### src/rtl/fp_pkg.sv
// Shared constants and width helpers for the fixed-point add/sub pipeline.
package fp_pkg;

  localparam int SAT_WRAP   = 0;
  localparam int SAT_CLAMP  = 1;
  localparam int RND_TRUNC  = 0;
  localparam int RND_HALFUP = 1;

  function automatic int fp_max(input int a, input int b);
    return (a > b) ? a : b;
  endfunction

  // One extra integer bit so A+B / A-B can never overflow internally.
  function automatic int fp_wi(input int wi1, input int wi2);
    return fp_max(wi1, wi2) + 1;
  endfunction

  function automatic int fp_wf(input int wf1, input int wf2);
    return fp_max(wf1, wf2);
  endfunction

  // Largest positive two's complement code of width w, as raw bits.
  function automatic logic [63:0] fp_max_code(input int w);
    return (64'd1 << (w - 1)) - 64'd1;
  endfunction

  // Most negative two's complement code of width w, as raw bits.
  function automatic logic [63:0] fp_min_code(input int w);
    return 64'd1 << (w - 1);
  endfunction

endpackage

### src/rtl/fp_round_sat.sv
// Stage-2 datapath: reduce a full-precision sum to the output format,
// rounding or truncating the fraction and clamping or wrapping the integer.
module fp_round_sat
  import fp_pkg::*;
#(
  parameter int WI  = 9,
  parameter int WF  = 10,
  parameter int WIO = 8,
  parameter int WFO = 8,
  parameter int SAT = 1,
  parameter int RND = 1
) (
  input  logic [WI+WF-1:0]   sum_i,
  output logic [WIO+WFO-1:0] out_o,
  output logic               ovf_o
);

  localparam int WO = WIO + WFO;
  // Generous working width: holds any sum rescaled to WFO plus the rounding
  // carry, and is wide enough to represent the output range for compares.
  localparam int RW = fp_max(WI, WIO) + WF + WFO + 2;

  localparam logic signed [RW-1:0] MAXV = RW'(fp_max_code(WO));
  localparam logic signed [RW-1:0] MINV = -$signed(RW'(fp_min_code(WO)));
  localparam logic [WO-1:0]        MAXC = WO'(fp_max_code(WO));
  localparam logic [WO-1:0]        MINC = WO'(fp_min_code(WO));

  logic signed [RW-1:0] s_ext;
  logic signed [RW-1:0] r;   // result as an integer count of 2^-WFO units

  assign s_ext = RW'($signed(sum_i));

  generate
    if (WFO >= WF) begin : g_pad
      assign r = s_ext <<< (WFO - WF);
    end else begin : g_reduce
      localparam int SH = WF - WFO;
      if (RND == RND_HALFUP) begin : g_rnd
        // Add half an output LSB then floor: ties go toward +inf.
        localparam logic signed [RW-1:0] HALF = RW'(1) << (SH - 1);
        assign r = (s_ext + HALF) >>> SH;
      end else begin : g_trunc
        assign r = s_ext >>> SH;
      end
    end
  endgenerate

  // Range check against the output format, then clamp or wrap.
  always_comb begin
    ovf_o = (r > MAXV) || (r < MINV);
    out_o = r[WO-1:0];
    if (ovf_o && (SAT == SAT_CLAMP))
      out_o = r[RW-1] ? MINC : MAXC;
  end

endmodule

### src/rtl/fp_addsub_pipe.sv
// Two-stage fixed-point adder/subtractor with valid/ready handshake,
// output rounding/saturation and overflow monitoring.
module fp_addsub_pipe
  import fp_pkg::*;
#(
  parameter int WI1  = 8,
  parameter int WF1  = 10,
  parameter int WI2  = 8,
  parameter int WF2  = 10,
  parameter int WIO  = 8,
  parameter int WFO  = 8,
  parameter int SAT  = 1,
  parameter int RND  = 1,
  parameter int CNTW = 8
) (
  input  logic                 clk,
  input  logic                 rstn,
  input  logic                 in_valid,
  output logic                 in_ready,
  input  logic [WI1+WF1-1:0]   A,
  input  logic [WI2+WF2-1:0]   B,
  input  logic                 op,
  output logic                 out_valid,
  input  logic                 out_ready,
  output logic [WIO+WFO-1:0]   out,
  output logic                 ovf,
  output logic                 ovf_sticky,
  input  logic                 ovf_clr,
  output logic [CNTW-1:0]      ovf_cnt
);

  localparam int WI = fp_wi(WI1, WI2);
  localparam int WF = fp_wf(WF1, WF2);
  localparam int W  = WI + WF;
  localparam int WO = WIO + WFO;

  // vld_pipe_q[1] = stage-1 slot, vld_pipe_q[2] = output register.
  logic [2:1]           vld_pipe_q;
  logic signed [W-1:0]  a_al, b_al, sum_d, sum_q;
  logic [WO-1:0]        rs_out, out_q;
  logic                 rs_ovf, ovf_q;
  logic                 ovf_sticky_q, ovf_sticky_d;
  logic [CNTW-1:0]      ovf_cnt_q, ovf_cnt_d;
  logic                 adv1, adv2, ovf_hit;

  // Stage 2 moves when the output is empty or being taken; stage 1 moves
  // when its slot is empty or stage 2 moves.
  assign adv2     = !vld_pipe_q[2] || out_ready;
  assign adv1     = !vld_pipe_q[1] || adv2;
  assign in_ready = adv1;

  // Full-precision alignment: sign-extend, then zero-pad the fraction.
  assign a_al  = W'($signed(A)) <<< (WF - WF1);
  assign b_al  = W'($signed(B)) <<< (WF - WF2);
  assign sum_d = op ? (a_al - b_al) : (a_al + b_al);

  fp_round_sat #(
    .WI (WI),
    .WF (WF),
    .WIO(WIO),
    .WFO(WFO),
    .SAT(SAT),
    .RND(RND)
  ) u_round_sat (
    .sum_i(sum_q),
    .out_o(rs_out),
    .ovf_o(rs_ovf)
  );

  // Pipeline registers: each stage loads only when it advances, so a
  // stalled output holds out/ovf stable.
  always_ff @(posedge clk) begin
    if (!rstn) begin
      vld_pipe_q <= '0;
      sum_q      <= '0;
      out_q      <= '0;
      ovf_q      <= 1'b0;
    end else begin
      if (adv1) begin
        vld_pipe_q[1] <= in_valid;
        if (in_valid) sum_q <= sum_d;
      end
      if (adv2) begin
        vld_pipe_q[2] <= vld_pipe_q[1];
        if (vld_pipe_q[1]) begin
          out_q <= rs_out;
          ovf_q <= rs_ovf;
        end
      end
    end
  end

  assign ovf_hit = vld_pipe_q[2] && out_ready && ovf_q;

  // Overflow monitor next state: clear first so a coincident overflow beat
  // lands on a fresh count of one.
  always_comb begin
    ovf_sticky_d = ovf_sticky_q;
    ovf_cnt_d    = ovf_cnt_q;
    if (ovf_clr) begin
      ovf_sticky_d = 1'b0;
      ovf_cnt_d    = '0;
    end
    if (ovf_hit) begin
      ovf_sticky_d = 1'b1;
      if (ovf_cnt_d != '1) ovf_cnt_d = ovf_cnt_d + CNTW'(1);
    end
  end

  // Overflow monitor registers.
  always_ff @(posedge clk) begin
    if (!rstn) begin
      ovf_sticky_q <= 1'b0;
      ovf_cnt_q    <= '0;
    end else begin
      ovf_sticky_q <= ovf_sticky_d;
      ovf_cnt_q    <= ovf_cnt_d;
    end
  end

  assign out_valid  = vld_pipe_q[2];
  assign out        = out_q;
  assign ovf        = ovf_q;
  assign ovf_sticky = ovf_sticky_q;
  assign ovf_cnt    = ovf_cnt_q;

endmodule

### config.mk
export PLATFORM = sky130hd
export DESIGN_NAME = fp_addsub_pipe
export DESIGN_NICKNAME = d
export VERILOG_FILES = /design/src/rtl/fp_pkg.sv /design/src/rtl/fp_round_sat.sv /design/src/rtl/fp_addsub_pipe.sv
export SDC_FILE = /design/constraint.sdc
export NUM_CORES = 1
export LEC_CHECK = 0
export CAP_MARGIN = 10
export CORE_MARGIN = 2
export CORE_UTILIZATION = 60
export CTS_CLUSTER_DIAMETER = 80
export CTS_CLUSTER_SIZE = 40
export DETAILED_ROUTE_END_ITERATION = 12
export DONT_BUFFER_PORTS = 1
export PLACE_DENSITY_LB_ADDON = 0.2
export RECOVER_POWER = 100
export SETUP_SLACK_MARGIN = 0.4
export SLEW_MARGIN = 10
export SYNTH_ARGS = -nofsm -noshare
export SYNTH_HDL_FRONTEND = slang
export SYNTH_SLANG_ARGS = --single-unit
### constraint.sdc
create_clock -name clk -period 5.1 [get_ports clk]
set_clock_uncertainty 0.2 [all_clocks]
set_input_delay 1.275 -clock clk [delete_from_list [all_inputs] [get_ports clk]]
set_output_delay 1.275 -clock clk [all_outputs]
set_load 0.03 [all_outputs]
==> run summary <==
The fraction of layout cells with a size suffix above 1 is 0.0512. The beginning of the worst hold path is sum_q[1]. The total power consumption of the routed design is 0.967 mW. Counting cells, the worst reg-to-reg path comes to 7.

The first global-routing pass estimated 13300 um of wire. Of the total power, the share spent switching nets is 0.355. The largest vdd supply drop came out at 0.168 mV. The area added between synthesis and finish came out at 2.19%. The worst setup path is of the primary input to flip-flop kind. The mean routed wirelength per cell came out at 15.1 um. The average size of a mapped cell is 7.84 um^2. The number of non-filler instances in the completed layout came out at 524.

The instance count of the mapped netlist came out at 460. The worst register-to-register path begins at vld_pipe_q[2]. The fraction of the mapped netlist area in compound gates is 0.243. For this run, asynchronously set or reset flops after synthesis account for 0. The CTS tree is yes. The final number of hold-violating endpoints came out at 0. The via count of the first global-routing pass is 3130. In this run the vertical extent of the chip is 81.5 um. In the finished design, the share of the clock period the worst path needs comes to 0.869. The sequential power share came out at 0.470. In this design, the stage delay of the slowest critical-path cell is 1090 ps.

The net switching power figure is 0.343 mW. The total of warnings raised by yosys is 0. The cell area that synthesis handed to floorplanning was 0.00361 mm^2. The sum of buffers and inverters on the critical path is 1. Of the total synthesized cell area, the portion taken by XOR and XNOR cells is 0.0995. The count of H-tree levels built during CTS is 2.

The fraction of power consumed by the clock network is 0.239. The quantity of hold-fixing buffers added after cts is 0. The count of nets left with antenna violations once routing finished came out at 0.

The number of I/O pins came out at 70. The number of synthesized flops with an enable pin is 0. Broken down by cell family, the worst path's largest delay share belongs to simple AND/OR/NAND/NOR gates.

The placer's final routability congestion estimate came out at 0.860. The count of buffers inserted at the top-level ports is 0. The placed wire-length estimate after detailed placement came out at 5940 um. Counting buffers and inverters, the worst setup path is 7 cells deep. The proportion of power drawn by combinational gates is 0.291.

The total routing resource utilization after global routing is 0.249. The clock transition time at the flip-flop clock pins of the worst setup and hold paths came out at 80 ps. Tracing the worst setup path back leads to its startpoint at out_ready. The die extent in x came out at 81.5 um. Summed over all layers, the global routing overflow is 0. The final-stage net count is 511. The critical path goes through nand2b_1, and2_0, o2111ai_1, nand2b_1, clkbuf_1, nor2b_1, a211oi_1. The data arrival time at the worst-slack endpoint is 4360 ps. The endpoint kind of the worst setup timing path is a flip-flop. The maximum clock frequency came out at 0.226 GHz. The largest fanout on the critical path is 20. The number of detailed-route iterations in the first pass came out at 4. In the final layout, the multi-input gates occupy 0.00253 mm^2. The initial core utilization came out at 0.617. The worst hold path was traced through 2 stages.

The number of buffers inserted during clock tree synthesis came out at 5. The first-iteration detailed-routing DRC count came out at 127. The area of placed instances came out at 0.00361 mm^2. Of the total synthesized cell area, the portion taken by AND, OR, NAND and NOR gates is 0.273.

The internal portion of the total power is 0.623 mW. The initial antenna violation count came out at 0. The vias per cell came out at 6.23.

The remaining design rule violation count came out at 0. In this run the post-CTS setup repair buffer count came out at 0. The aggregate routed wire length is 7910 um. The total number of clock tree sinks is 46. The power per standard cell area is 262 mW/mm^2. The sequential element share of the synthesized area came out at 0.255. At the worst endpoint, the required time is 5020 ps.

The synthesis-stage register bit count is 46. Counting distinct cell types in the post-synthesis netlist gives 57. The critical path startpoint category is a primary input.

The filler cell count is 512. The post-cts resize count came out at 0. The maximum number of pins on one net before global-route repair is 40. The number of rows in the core area is 28. Counting stages on the worst path, the most repeated cell is sky130_fd_sc_hd__nand2b_1.

The slowest stage of the critical path belongs to the cell sky130_fd_sc_hd__nor2b_1. In this run the tightest slew margin relative to its limit is 0.139. The flow ran to the end, and the final reports show no timing, DRC or antenna violations. After routing the design area is 0.00369 mm^2. The cell leakage power came out at 1.30 nW. The core footprint came out at 0.00585 mm^2. The tree is rooted in a sky130_fd_sc_hd__clkbuf_8.

The max-slew violation total from the final report is 0. The transition time at the pin with the least slew margin is 1290 ps. The number of nets in the synthesized netlist is 523. The tightest min-delay check is of the flip-flop to flip-flop type. Setup repair after global routing left no endpoint under its margin. The number of failing setup endpoints in the final timing report is 0. The adder and majority gate portion of the synthesized area is 0.0749. The number of antenna repair diodes came out at 0.

The maximum clock insertion buffer count is 2. The via count of the routed design is 3267. Including well taps, the total number of placed cells is 516. The multiplexer share of the synthesized area is 0.0146. The number of max-cap violations is 0. The sequential cell area came out at 921 um^2. The clock latency reported for the late side of the worst-skew pair is 300 ps.

The clock period minus worst slack came out at 4430 ps. After synthesis, the largest family of logic cells by area is simple AND/OR/NAND/NOR gates. The die outline area came out at 0.00665 mm^2. Among all flip-flop cells after synthesis, the most frequent one is sky130_fd_sc_hd__dfxtp_1. The total negative setup slack is 0 ps.
[cell families after synthesis]
logic type,after synthesis
XOR/XNOR,41
AND/OR/NAND/NOR,183
AO/OA/AOI/OAI,132
adder cells (fa/ha/maj),21
flip-flops,46
buffers and inverters,32
multiplexers,5
[cells in the mapped netlist (all sizes together) (5+ instances only)]
cell type,count,share of area
a211oi,21,0.058
xor2,11,0.027
ha,20,0.069
nor2b,5,0.011
a21oi,35,0.049
or3,6,0.012
xnor2,30,0.073
nor3,17,0.024
nand4b,6,0.015
buf,7,0.014
and2,7,0.012
nand4,9,0.020
a31oi,7,0.012
a21o,6,0.012
dfxtp,46,0.26
nand2,33,0.034
o21ai,36,0.050
nor2,39,0.041
and3,9,0.016
clkbuf,13,0.014
nor4,5,0.013
nand3,24,0.033
o211ai,6,0.012
nand2b,13,0.023
inv,12,0.012
[layer usage]
metal,global-route usage,part of all wire,routed length [um]
met1,0.324,0.46,3680
met2,0.410,0.46,3600
met3,0.0495,0.063,499
met4,0.0881,0.017,134
met5,0,0,0
[tightest hold or removal path: stages, from the launching register on]
cell and delay [ps]:
sky130_fd_sc_hd__dfxtp_1 340, sky130_fd_sc_hd__nand2_1 60, sky130_fd_sc_hd__a21oi_1 50
[area by class of cell]
type / instances / area share
repair buffers: 1 / 0.00102
flip-flops and latches: 46 / 0.250
well taps: 75 / 0.0255
multi-input cells: 382 / 0.687
clock inverters: 1 / 0.00136
inverters: 12 / 0.0122
clock buffers: 7 / 0.0234
[cell usage in the layout, fill, tap and decap left out, drive strengths merged, types with 8 or more instances in the layout]
cell type	count
clkbuf	8
nand2b	13
ha	20
nand4	9
dfxtp	46
nand2	33
a211oi	21
xor2	11
inv	12
nor3	17
xnor2	30
a21oi	35
o21ai	36
nand3	24
and3	9
nor2	39
[power by group through the flow]
stage          combinational (mW)  clock [mW]  sequential (mW)
6_report                    0.281       0.231            0.454
5_1_grt                     0.319       0.250            0.460
4_1_cts                     0.283       0.232            0.454
3_5_place_dp                0.281           0            0.462
3_3_place_gp                0.275           0            0.461
2_1_floorplan               0.244           0            0.451
[sequential cells by signal, indices dropped and copies added, names as in the netlist]
register,count
out,16
ovf,1
ovf_cnt,8
ovf_sticky,1
sum_q,18
vld_pipe_q,2
[through the flow]
step                setup WS, ps  hold WS, ps  utilization
CTS                          894          296        0.633
finish                       667          297        0.630
detailed placement           582          284        0.617
floorplan                    912          249            -
global placement             691          272        0.617
global route                 423          326        0.630
[path summary, 6_finish.rpt]
| path | to | slack [ps] |
|---|---|---|
| worst max-delay path | out[8] | 670 |
| worst min-delay path | sum_q[1] | 300 |
| worst max register to register | out[8] | 1160 |
| worst min register to register | sum_q[1] | 300 |
No activity file was read; power rests on OpenSTA's default activity.
